[src/rtl/fnn_pkg.sv]
// Shared constants and types for the FNN output-stage result unit.
package fnn_pkg;

    localparam int N_OUT     = 10;
    localparam int DW        = 8;
    localparam int CW        = 10;
    localparam int CLASS_W   = 4;
    localparam int PCT_DIV_W = 17;

    typedef enum logic [2:0] {
        S_IDLE,
        S_SCAN,
        S_CMP,
        S_DIV,
        S_DONE
    } res_state_e;

endpackage

[src/rtl/fnn_seq_div.sv]
// Generic restoring divider: one quotient bit per cycle, MSB first.
// The first step happens on the go edge, so q_valid pulses NW cycles after go.
module fnn_seq_div #(
    parameter int NW  = 17,
    parameter int DVW = 10
) (
    input  logic           clk,
    input  logic           rst,
    input  logic           go,
    input  logic [NW-1:0]  dividend,
    input  logic [DVW-1:0] divisor,
    output logic [NW-1:0]  quotient,
    output logic           q_valid
);

    localparam int CNT_W = $clog2(NW + 1);

    logic [DVW-1:0] rem_q, dsr_q;
    logic [NW-1:0]  quo_q;
    logic [CNT_W-1:0] cnt_q;
    logic           run_q;

    logic [DVW-1:0] rem_in, dsr_in, rem_nxt;
    logic [NW-1:0]  quo_in, quo_nxt;
    logic [DVW:0]   shifted;
    logic [DVW+1:0] diff;
    logic           fits;
    logic           unused_diff;

    // On go the step works straight from the input operands.
    assign rem_in  = go ? '0 : rem_q;
    assign quo_in  = go ? dividend : quo_q;
    assign dsr_in  = go ? divisor : dsr_q;

    assign shifted = {rem_in, quo_in[NW-1]};
    assign diff    = {1'b0, shifted} - {2'b00, dsr_in};
    assign fits    = ~diff[DVW+1];
    assign rem_nxt = fits ? diff[DVW-1:0] : shifted[DVW-1:0];
    assign quo_nxt = {quo_in[NW-2:0], fits};
    assign unused_diff = diff[DVW];

    always_ff @(posedge clk or posedge rst) begin
        if (rst) begin
            rem_q   <= '0;
            dsr_q   <= '0;
            quo_q   <= '0;
            cnt_q   <= '0;
            run_q   <= 1'b0;
            q_valid <= 1'b0;
        end else begin
            q_valid <= 1'b0;
            if (go) begin
                rem_q <= rem_nxt;
                quo_q <= quo_nxt;
                dsr_q <= dsr_in;
                cnt_q <= CNT_W'(NW - 1);
                run_q <= 1'b1;
            end else if (run_q) begin
                rem_q <= rem_nxt;
                quo_q <= quo_nxt;
                cnt_q <= cnt_q - CNT_W'(1);
                if (cnt_q == CNT_W'(1)) begin
                    run_q   <= 1'b0;
                    q_valid <= 1'b1;
                end
            end
        end
    end

    assign quotient = quo_q;

endmodule

[src/rtl/fnn_result_unit.sv]
// Output-stage result unit: serial argmax over the output neurons, label compare,
// saturating sample/correct counters and a final accuracy-percent division.
module fnn_result_unit #(
    parameter int N_OUT = fnn_pkg::N_OUT,
    parameter int DW    = fnn_pkg::DW,
    parameter int CW    = fnn_pkg::CW
) (
    input  logic                        clk,
    input  logic                        rst,
    input  logic                        start,
    input  logic [N_OUT*DW-1:0]         out_vec,
    input  logic [fnn_pkg::CLASS_W-1:0] label,
    input  logic                        last,
    output logic                        busy,
    output logic [fnn_pkg::CLASS_W-1:0] pred,
    output logic                        eq_valid,
    output logic                        eq,
    output logic [CW-1:0]               sample_cnt,
    output logic [CW-1:0]               correct_cnt,
    output logic [6:0]                  acc_pct,
    output logic                        done
);

    import fnn_pkg::*;

    localparam int IW = CLASS_W;
    localparam logic [CW-1:0] CNT_MAX = '1;

    res_state_e state_q, state_d;

    logic [N_OUT*DW-1:0]  vec_q;
    logic [IW-1:0]        label_q;
    logic                 last_q;
    logic signed [DW-1:0] max_q, max_nxt, cur;
    logic [IW-1:0]        best_q, best_nxt, idx_q;
    logic signed [DW-1:0] nv [N_OUT];
    logic                 scan_end;

    logic [CW-1:0]        sample_nxt, correct_nxt;
    logic [PCT_DIV_W-1:0] c_ext, div_dividend, div_quot;
    logic                 div_go, div_qv;
    logic                 unused_quot_hi;

    for (genvar j = 0; j < N_OUT; j++) begin : g_unpack
        assign nv[j] = vec_q[j*DW +: DW];
    end

    // Strictly-greater replacement keeps the lowest index on ties.
    assign cur      = nv[idx_q];
    assign max_nxt  = (cur > max_q) ? cur : max_q;
    assign best_nxt = (cur > max_q) ? idx_q : best_q;
    assign scan_end = (state_q == S_SCAN) && (idx_q == IW'(N_OUT - 1));

    assign sample_nxt  = (sample_cnt == CNT_MAX) ? sample_cnt : sample_cnt + CW'(1);
    assign correct_nxt = (eq && correct_cnt != CNT_MAX) ? correct_cnt + CW'(1) : correct_cnt;

    // Dividend uses the post-increment counts since the divider loads on the CMP edge.
    assign c_ext        = PCT_DIV_W'(correct_nxt);
    assign div_dividend = (c_ext << 6) + (c_ext << 5) + (c_ext << 2);

    always_ff @(posedge clk or posedge rst) begin
        if (rst) state_q <= S_IDLE;
        else     state_q <= state_d;
    end

    always_comb begin
        state_d = state_q;
        div_go  = 1'b0;
        case (state_q)
            S_IDLE: if (start) state_d = S_SCAN;
            S_SCAN: if (scan_end) state_d = S_CMP;
            S_CMP: begin
                div_go  = last_q;
                state_d = last_q ? S_DIV : S_IDLE;
            end
            S_DIV:  if (div_qv) state_d = S_DONE;
            S_DONE: state_d = S_DONE;
            default: state_d = S_IDLE;
        endcase
    end

    always_ff @(posedge clk or posedge rst) begin
        if (rst) begin
            vec_q       <= '0;
            label_q     <= '0;
            last_q      <= 1'b0;
            max_q       <= '0;
            best_q      <= '0;
            idx_q       <= '0;
            pred        <= '0;
            eq          <= 1'b0;
            eq_valid    <= 1'b0;
            sample_cnt  <= '0;
            correct_cnt <= '0;
            acc_pct     <= '0;
        end else begin
            eq_valid <= 1'b0;
            case (state_q)
                S_IDLE: if (start) begin
                    vec_q   <= out_vec;
                    label_q <= label;
                    last_q  <= last;
                    max_q   <= out_vec[DW-1:0];
                    best_q  <= '0;
                    idx_q   <= IW'(1);
                end
                S_SCAN: begin
                    max_q  <= max_nxt;
                    best_q <= best_nxt;
                    idx_q  <= idx_q + IW'(1);
                    // Result is registered as SCAN ends so it is valid throughout CMP.
                    if (scan_end) begin
                        pred     <= best_nxt;
                        eq       <= (best_nxt == label_q);
                        eq_valid <= 1'b1;
                    end
                end
                S_CMP: begin
                    sample_cnt  <= sample_nxt;
                    correct_cnt <= correct_nxt;
                end
                S_DIV: if (div_qv) acc_pct <= div_quot[6:0];
                default: ;
            endcase
        end
    end

    // Quotient never exceeds 100, so the upper bits are always zero.
    assign unused_quot_hi = ^div_quot[PCT_DIV_W-1:7];

    fnn_seq_div #(
        .NW  (PCT_DIV_W),
        .DVW (CW)
    ) u_div (
        .clk      (clk),
        .rst      (rst),
        .go       (div_go),
        .dividend (div_dividend),
        .divisor  (sample_nxt),
        .quotient (div_quot),
        .q_valid  (div_qv)
    );

    assign busy = (state_q == S_SCAN) || (state_q == S_CMP) || (state_q == S_DIV);
    assign done = (state_q == S_DONE);

endmodule
[config.mk]
export PLATFORM = sky130hd
export DESIGN_NAME = fnn_result_unit
export DESIGN_NICKNAME = d
export VERILOG_FILES = /design/src/rtl/fnn_pkg.sv /design/src/rtl/fnn_seq_div.sv /design/src/rtl/fnn_result_unit.sv
export SDC_FILE = /design/constraint.sdc
export NUM_CORES = 1
export LEC_CHECK = 0
export ABC_AREA = 1
export BUFFER_PORTS_ARGS = -buffer_cell sky130_fd_sc_hd__buf_4
export CAP_MARGIN = 15
export CORE_MARGIN = 5
export CORE_UTILIZATION = 30
export DETAILED_ROUTE_END_ITERATION = 10
export GPL_ROUTABILITY_DRIVEN = 1
export HOLD_SLACK_MARGIN = 0.15
export PLACE_DENSITY = 0.51
export SETUP_SLACK_MARGIN = 0.2
export SLEW_MARGIN = 10
export SYNTH_ARGS = -nofsm -noshare
export SYNTH_HDL_FRONTEND = slang
export SYNTH_SLANG_ARGS = --single-unit
[constraint.sdc]
create_clock -name clk -period 8.8 [get_ports clk]
set_input_delay 0.88 -clock clk [delete_from_list [all_inputs] [get_ports clk]]
set_output_delay 0.88 -clock clk [all_outputs]
set_load 0.02 [all_outputs]
# Word-level counts from Yosys, hierarchy flattened
# Cells that the tools add are included.
[word_totals]
reg_bits = 181
in_bits = 88
output_inout_bits = 35
wordCells = 93
[op_classes]
add_sub_neg = 7
order_cmp = 2
n_eq_ne = 13
muxes = 37
n_bitwise = 2
n_reduce_logical = 13
[ops]
columns = ["op", "n"]
rows = [
  ["$mux 10", 7],
  ["$mux 17", 3],
  ["$bmux 8 s4", 1],
  ["$mux 8", 4],
  ["$add 10x1->10 const B", 2],
  ["$add 16x15->17", 1],
  ["$add 17x12->17", 1],
  ["$pmux 4 s2", 2],
  ["$pmux 8 s2", 1],
  ["$pmux 3 s5", 1],
  ["$mux 4", 3],
  ["$sub 11x10->12", 1],
  ["$eq 10x10->1 const B", 1],
  ["$mux 5", 2],
  ["$ne 10x10->1 const B", 1],
  ["$mux 1", 9],
  ["$mux 3", 3],
  ["$gt 8x8->1", 1],
  ["$reduce_and 2->1", 4],
  ["$eq 3x2->1 const B", 2],
  ["$ne 2x2->1 const B", 3],
  ["$reduce_and 3->1", 2],
  ["$eq 5x1->1 const B", 1],
  ["$ge 5x5->1 const B", 1],
  ["other kinds (14)", 17],
]

# Longest topological paths before layout
[logic_depth]
depth_word = 10
mapped_depth = 35
mapped_depth_nobuf = 35

# Hierarchy
# Synthesis repeated with hierarchy kept, for this count alone.
[unflattened]
hier_cells = 1308
hier_area_um2 = 10142.2
[by_module_without_submodules]
columns = ["module", "n_inst", "cells_per_inst", "area_per_inst_um2", "seq_area_each_um2"]
rows = [
  ["fnn_result_unit", 1, 956, 7500.9, 3428.3],
  ["fnn_seq_div", 1, 352, 2641.3, 1101.1],
]

# Least setup slack after synthesis
# OpenSTA, ideal clock, no wires.
[synth_path]
path_kind = "flip-flop to flip-flop"
start = "register correct_cnt[1]"
end = "register u_div.rem_q[8]"
setup_time_ns = 0.130
t_arrival_ns = 4.628
required_time_ns = 8.670
slack_ns = 4.042
stages_incl_launch_ff = 31
path_buffers = 0
period_less_slack_ns = 4.758
cell_sequence = "dfrtp_1 -> ha_1 -> nand2_2 -> nor2_2 -> nand2_1 -> nor3_2 -> nand3_2 -> nand2_2 -> inv_2 -> o21ai_2 -> inv_2 -> fa_1 -> ha_1 -> fa_1 -> nand3_1 -> nand3_1 -> nand2_1 -> o211ai_1 -> a31oi_1 -> ha_1 -> inv_1 -> fa_1 -> nand3_1 -> nand2_1 -> nand4_1 -> o211ai_1 -> xor2_1 -> nand2_1 -> nand2_1 -> nand2_1 -> o21ai_0"
[synth_between]
elab_chain_len = 10
word_cells_on_any_way = 11
classes_between = "4 x add/sub; 1 x eq/ne; 5 x mux; 1 x reduce/logical"
[synth_lines]
columns = ["item", "line", "source"]
rows = [
  ["start, declared", "fnn_result_unit.sv:19", "output logic [CW-1:0] correct_cnt,"],
  ["start signal, assigned", "fnn_result_unit.sv:120", "correct_cnt <= correct_nxt;"],
  ["branches (longest 2 deep; another with $add 10x1->10)", "--", ""],
  ["$mux 10 (*)", "fnn_result_unit.sv:55", "assign correct_nxt = (eq && correct_cnt != CNT_MAX) ? correct_cnt + CW'(1) : correct_cnt;"],
  ["via correct_nxt[4]", "fnn_result_unit.sv:39", "logic [CW-1:0] sample_nxt, correct_nxt;"],
  ["$add 16x15->17", "fnn_result_unit.sv:59", "assign div_dividend = (c_ext << 6) + (c_ext << 5) + (c_ext << 2);"],
  ["$add 17x12->17 (*)", "fnn_result_unit.sv:59", ""],
  ["$mux 17 (*)", "fnn_seq_div.sv:32", "assign quo_in = go ? dividend : quo_q;"],
  ["$sub 11x10->12 (*)", "fnn_seq_div.sv:36", "assign diff = {1'b0, shifted} - {2'b00, dsr_in};"],
  ["$mux 10 (*)", "fnn_seq_div.sv:38", "assign rem_nxt = fits ? diff[DVW-1:0] : shifted[DVW-1:0];"],
  ["$mux 10", "fnn_seq_div.sv:58", "end else if (run_q) begin"],
  ["$mux 10 (*)", "fnn_seq_div.sv:52", "if (go) begin"],
  ["end signal, assigned", "fnn_seq_div.sv:53", "rem_q <= rem_nxt;"],
  ["end signal, assigned", "fnn_seq_div.sv:59", "rem_q <= rem_nxt;"],
  ["end, declared", "fnn_seq_div.sv:18", "logic [DVW-1:0] rem_q, dsr_q;"],
]
# Mark *: on every way through the listed nets, which the timed path passes. The select of a mux whose other input is x is not followed.
# A chain may end at the register's enable or synchronous reset.

# Final worst setup path
# Ends and elaborated chain as after synthesis.

==> qor.yml <==
status:
  status: "complete, no violations"
detailed_routing:
  vias: 8374
  routed_via_density: 4.63
  postRouteWirelength_mm: 27.3
  route.detailed.wl_per_inst_um: 15.1
  route.detailed.drc: 0
  initialDrtViolationCount: 480
  detail-route-antenna-nets: 0
  detail_route.first_pass.iterations: 4
synthesis:
  ys_warn_count: 0
  synthCells: 1258
  syn_nets: 1392
  synth_enable_flop_cells: 0
  synth_seq_area_share_pct: 45.8
  synth.distinct_cells: 46
  yosys_register_bits: 181
  syn_avg_cell_area_sq_um: 7.86
  synth_area_sq_um: 9890
  dominantRegCellSynth: "sky130_fd_sc_hd__dfrtp_1"
  ys_async_sr_fraction_pct: 100
timing:
  worstMarginPinSlew_ns: 0.911
  hold_ws_ns: 0.466
  max_slew_margin_pct: 39.3
  maxClockFrequency_mhz: 188
  final_critical_path_setup_slack_ns: 3.48
  final_hold_viols: 0
  finalMaxSlewViolations: 0
  clock_skew_ns: 0.0125
  final_sum_of_negative_setup_slack_ns: 0
  post-route-period-util_pct: 60.5
  grt_setup_unrepaired: "false"
  finalSetupViolCount: 0
  period_needed_ns: 5.32
clock_network:
  cts.path.max_buffers: 2
  root_buffer: "sky130_fd_sc_hd__clkbuf_16"
  cts_hold_repair.buffers: 0
  post_cts_resize_count: 0
  cts.sink_count: 181
  cts_tree: "built"
  cts_post_setup_buffers_inserted: 0
  clkTransAtPathRegs_ns: 0.07
  clock_latency_ns: 0.45
  cts_buffers: 17
  cts-htree-levels: 4
worst_setup_path:
  worst_setup_path_start_kind: "flop"
  slowest_delay_ns: 0.48
  reg2reg_setup_slack_ns: 3.48
  arrival_ns: 5.63
  classification_of_the_worst_setup_path: "reg2reg"
  timing.critical_path.to_type: "flop"
  timing.critical_path.fanout_max: 12
  worst_path_max_delay_cell: "sky130_fd_sc_hd__fa_1"
  critical-path-top-cell-by-count: "sky130_fd_sc_hd__nand2_1"
  worstPathRequired_ns: 9.11
power:
  power_per_cell_area_nw_per_um2: 384
  pwr-share-comb_pct: 50.6
  internal-power_mw: 2.50
  switchingPower_mw: 2.06
  total_power_mw: 4.56
  cellLeakagePower_nw: 6.05
  clockPowerShare_pct: 18.6
  sequential_power_share_pct: 30.8
  vdd_drop_max_mv: 0.142
  swShare_pct: 45.1
floorplanning:
  die_footprint_sq_um: 36700
  floorplan.io_pins: 123
  coreArea_sq_um: 32500
  rows: 66
  dieHeight_um: 192
  die_width_um: 192
  floorplan.initialDensity_pct: 30.4
layout:
  post_layout_nets: 1490
  share_of_layout_cells_above_drive_strength_1_pct: 14.5
  final_common_cell: "sky130_fd_sc_hd__nand2_1"
  layout.core_utilization_pct: 36.5
  most-common-layout-cells: "sky130_fd_sc_hd__nand2_1 (409), sky130_fd_sc_hd__dfrtp_1 (181), sky130_fd_sc_hd__o21ai_0 (138)"
  n_fill_cell: 3457
  layout-area-overhead-vs-synth_pct: 19.9
  n_antenna_cell: 0
place:
  hpwl_mm: 19.2
  place.gp.congestion: 0.801
  numPortBuffers: 122
  dpl_worst_slack_ns: 3.49
job:
  maxCapViolCount: 0
global_routing:
  grt_max_degree: 89
  number_of_global_route_vias_before_repair: 8352
  global_route.overflow_total: 0
  global_route.usage.total_pct: 15.2
  grt_pass1_wl_mm: 44.5
  number_of_antenna_violations_at_the_first_check_in_global_routing: 0
hold_path:
  hp-class: "reg2reg"
-- final timing paths --
path,cells past startpoint,from,end
max,30,correct_cnt[1],u_div.rem_q[8]
min,2,vec_q[49],vec_q[49]
max reg2reg,30,correct_cnt[1],u_div.rem_q[8]
min reg2reg,2,vec_q[49],vec_q[49]
max in group asynchronous,3,rst,u_div.quotient[12]
min in group asynchronous,2,rst,vec_q[59]
-- stage by stage --
step,instances,instance area [sq um]
6_report,1810,11900
3_3_place_gp,1779,11200
5_1_grt,1810,11900
3_5_place_dp,1779,11200
2_1_floorplan,1258,9890
4_1_cts,1810,11900
-- power by group through the flow --
| stage | clock network [mW] | logic, mW | registers (mW) |
|---|---|---|---|
| after floorplan | 0 | 1.74 | 1.38 |
| after global placement | 0 | 2.31 | 1.41 |
| after detailed placement | 0 | 2.34 | 1.42 |
| after CTS | 0.868 | 2.35 | 1.41 |
| after global routing | 0.903 | 2.67 | 1.45 |
| final | 0.846 | 2.31 | 1.41 |
-- synthesized netlist by cell type, types with 6 or more instances --
| cell type | number | area [sq um] |
|---|---|---|
| sky130_fd_sc_hd__nor3_1 | 11 | 55.1 |
| sky130_fd_sc_hd__ha_1 | 43 | 538 |
| sky130_fd_sc_hd__clkbuf_1 | 45 | 169 |
| sky130_fd_sc_hd__xor2_1 | 22 | 193 |
| sky130_fd_sc_hd__dfrtp_1 | 181 | 4530 |
| sky130_fd_sc_hd__nand4_1 | 14 | 87.6 |
| sky130_fd_sc_hd__nand3_1 | 47 | 235 |
| sky130_fd_sc_hd__o221ai_1 | 10 | 87.6 |
| sky130_fd_sc_hd__o22ai_1 | 11 | 68.8 |
| sky130_fd_sc_hd__nand2_1 | 409 | 1540 |
| sky130_fd_sc_hd__a21oi_1 | 25 | 125 |
| sky130_fd_sc_hd__or2_2 | 7 | 43.8 |
| sky130_fd_sc_hd__inv_1 | 125 | 469 |
| sky130_fd_sc_hd__o21ai_0 | 138 | 691 |
| sky130_fd_sc_hd__nor2_1 | 79 | 297 |
| sky130_fd_sc_hd__xnor2_1 | 6 | 52.6 |
| sky130_fd_sc_hd__o211ai_1 | 19 | 143 |
| sky130_fd_sc_hd__mux2i_1 | 7 | 70.1 |
-- final cells by class --
class	instances	area [sq um]	area share [%]
Sequential cell	181	4530	38.2
Inverter	130	493	4.16
Clock inverter	13	196	1.66
Clock buffer	18	439	3.70
Multi-Input combinational cell	895	4670	39.4
Tap cell	442	553	4.66
Timing Repair Buffer	131	983	8.29
-- state kept, by name, indices dropped and copies added (netlist names) --
| signal | count |
|---|---|
| pred | 4 |
| state_q | 3 |
| eq_valid | 1 |
| u_div.quotient | 17 |
| acc_pct | 7 |
| correct_cnt | 10 |
| u_div.dsr_q | 10 |
| u_div.q_valid | 1 |
| best_q | 4 |
| u_div.run_q | 1 |
| vec_q | 80 |
| label_q | 4 |
| eq | 1 |
| sample_cnt | 10 |
| max_q | 8 |
| u_div.cnt_q | 5 |
| u_div.rem_q | 10 |
| last_q | 1 |
| idx_q | 4 |
-- per-layer routing --
layer	share of wire (%)	vias to the layer above	global-route usage, %
li1	-	4269	-
met1	50	3939	21.6
met2	45	143	23.5
met3	3.3	23	2.91
met4	1.9	0	4.78
met5	0	-	0
-- cell families after synthesis --
kind of cell,share of synthesized area (%)
DFF,45.8
adders and majority gates,6.05
buffers and inverters,7.08
xor gates and xnor gates,2.76
AOI/OAI and AO/OA,13.4
muxes,0.822
and+or+nand+nor,24.1
-- critical path: cells and delay by family, from the launching register on --
family	cells	cell delay [ns]
and+or+nand+nor	17	1.86
adders and majority gates	5	1.59
AOI/OAI and AO/OA	6	1.12
DFF	1	0.40
buffers and inverters	2	0.18
No activity file was read; power rests on OpenSTA's default activity.
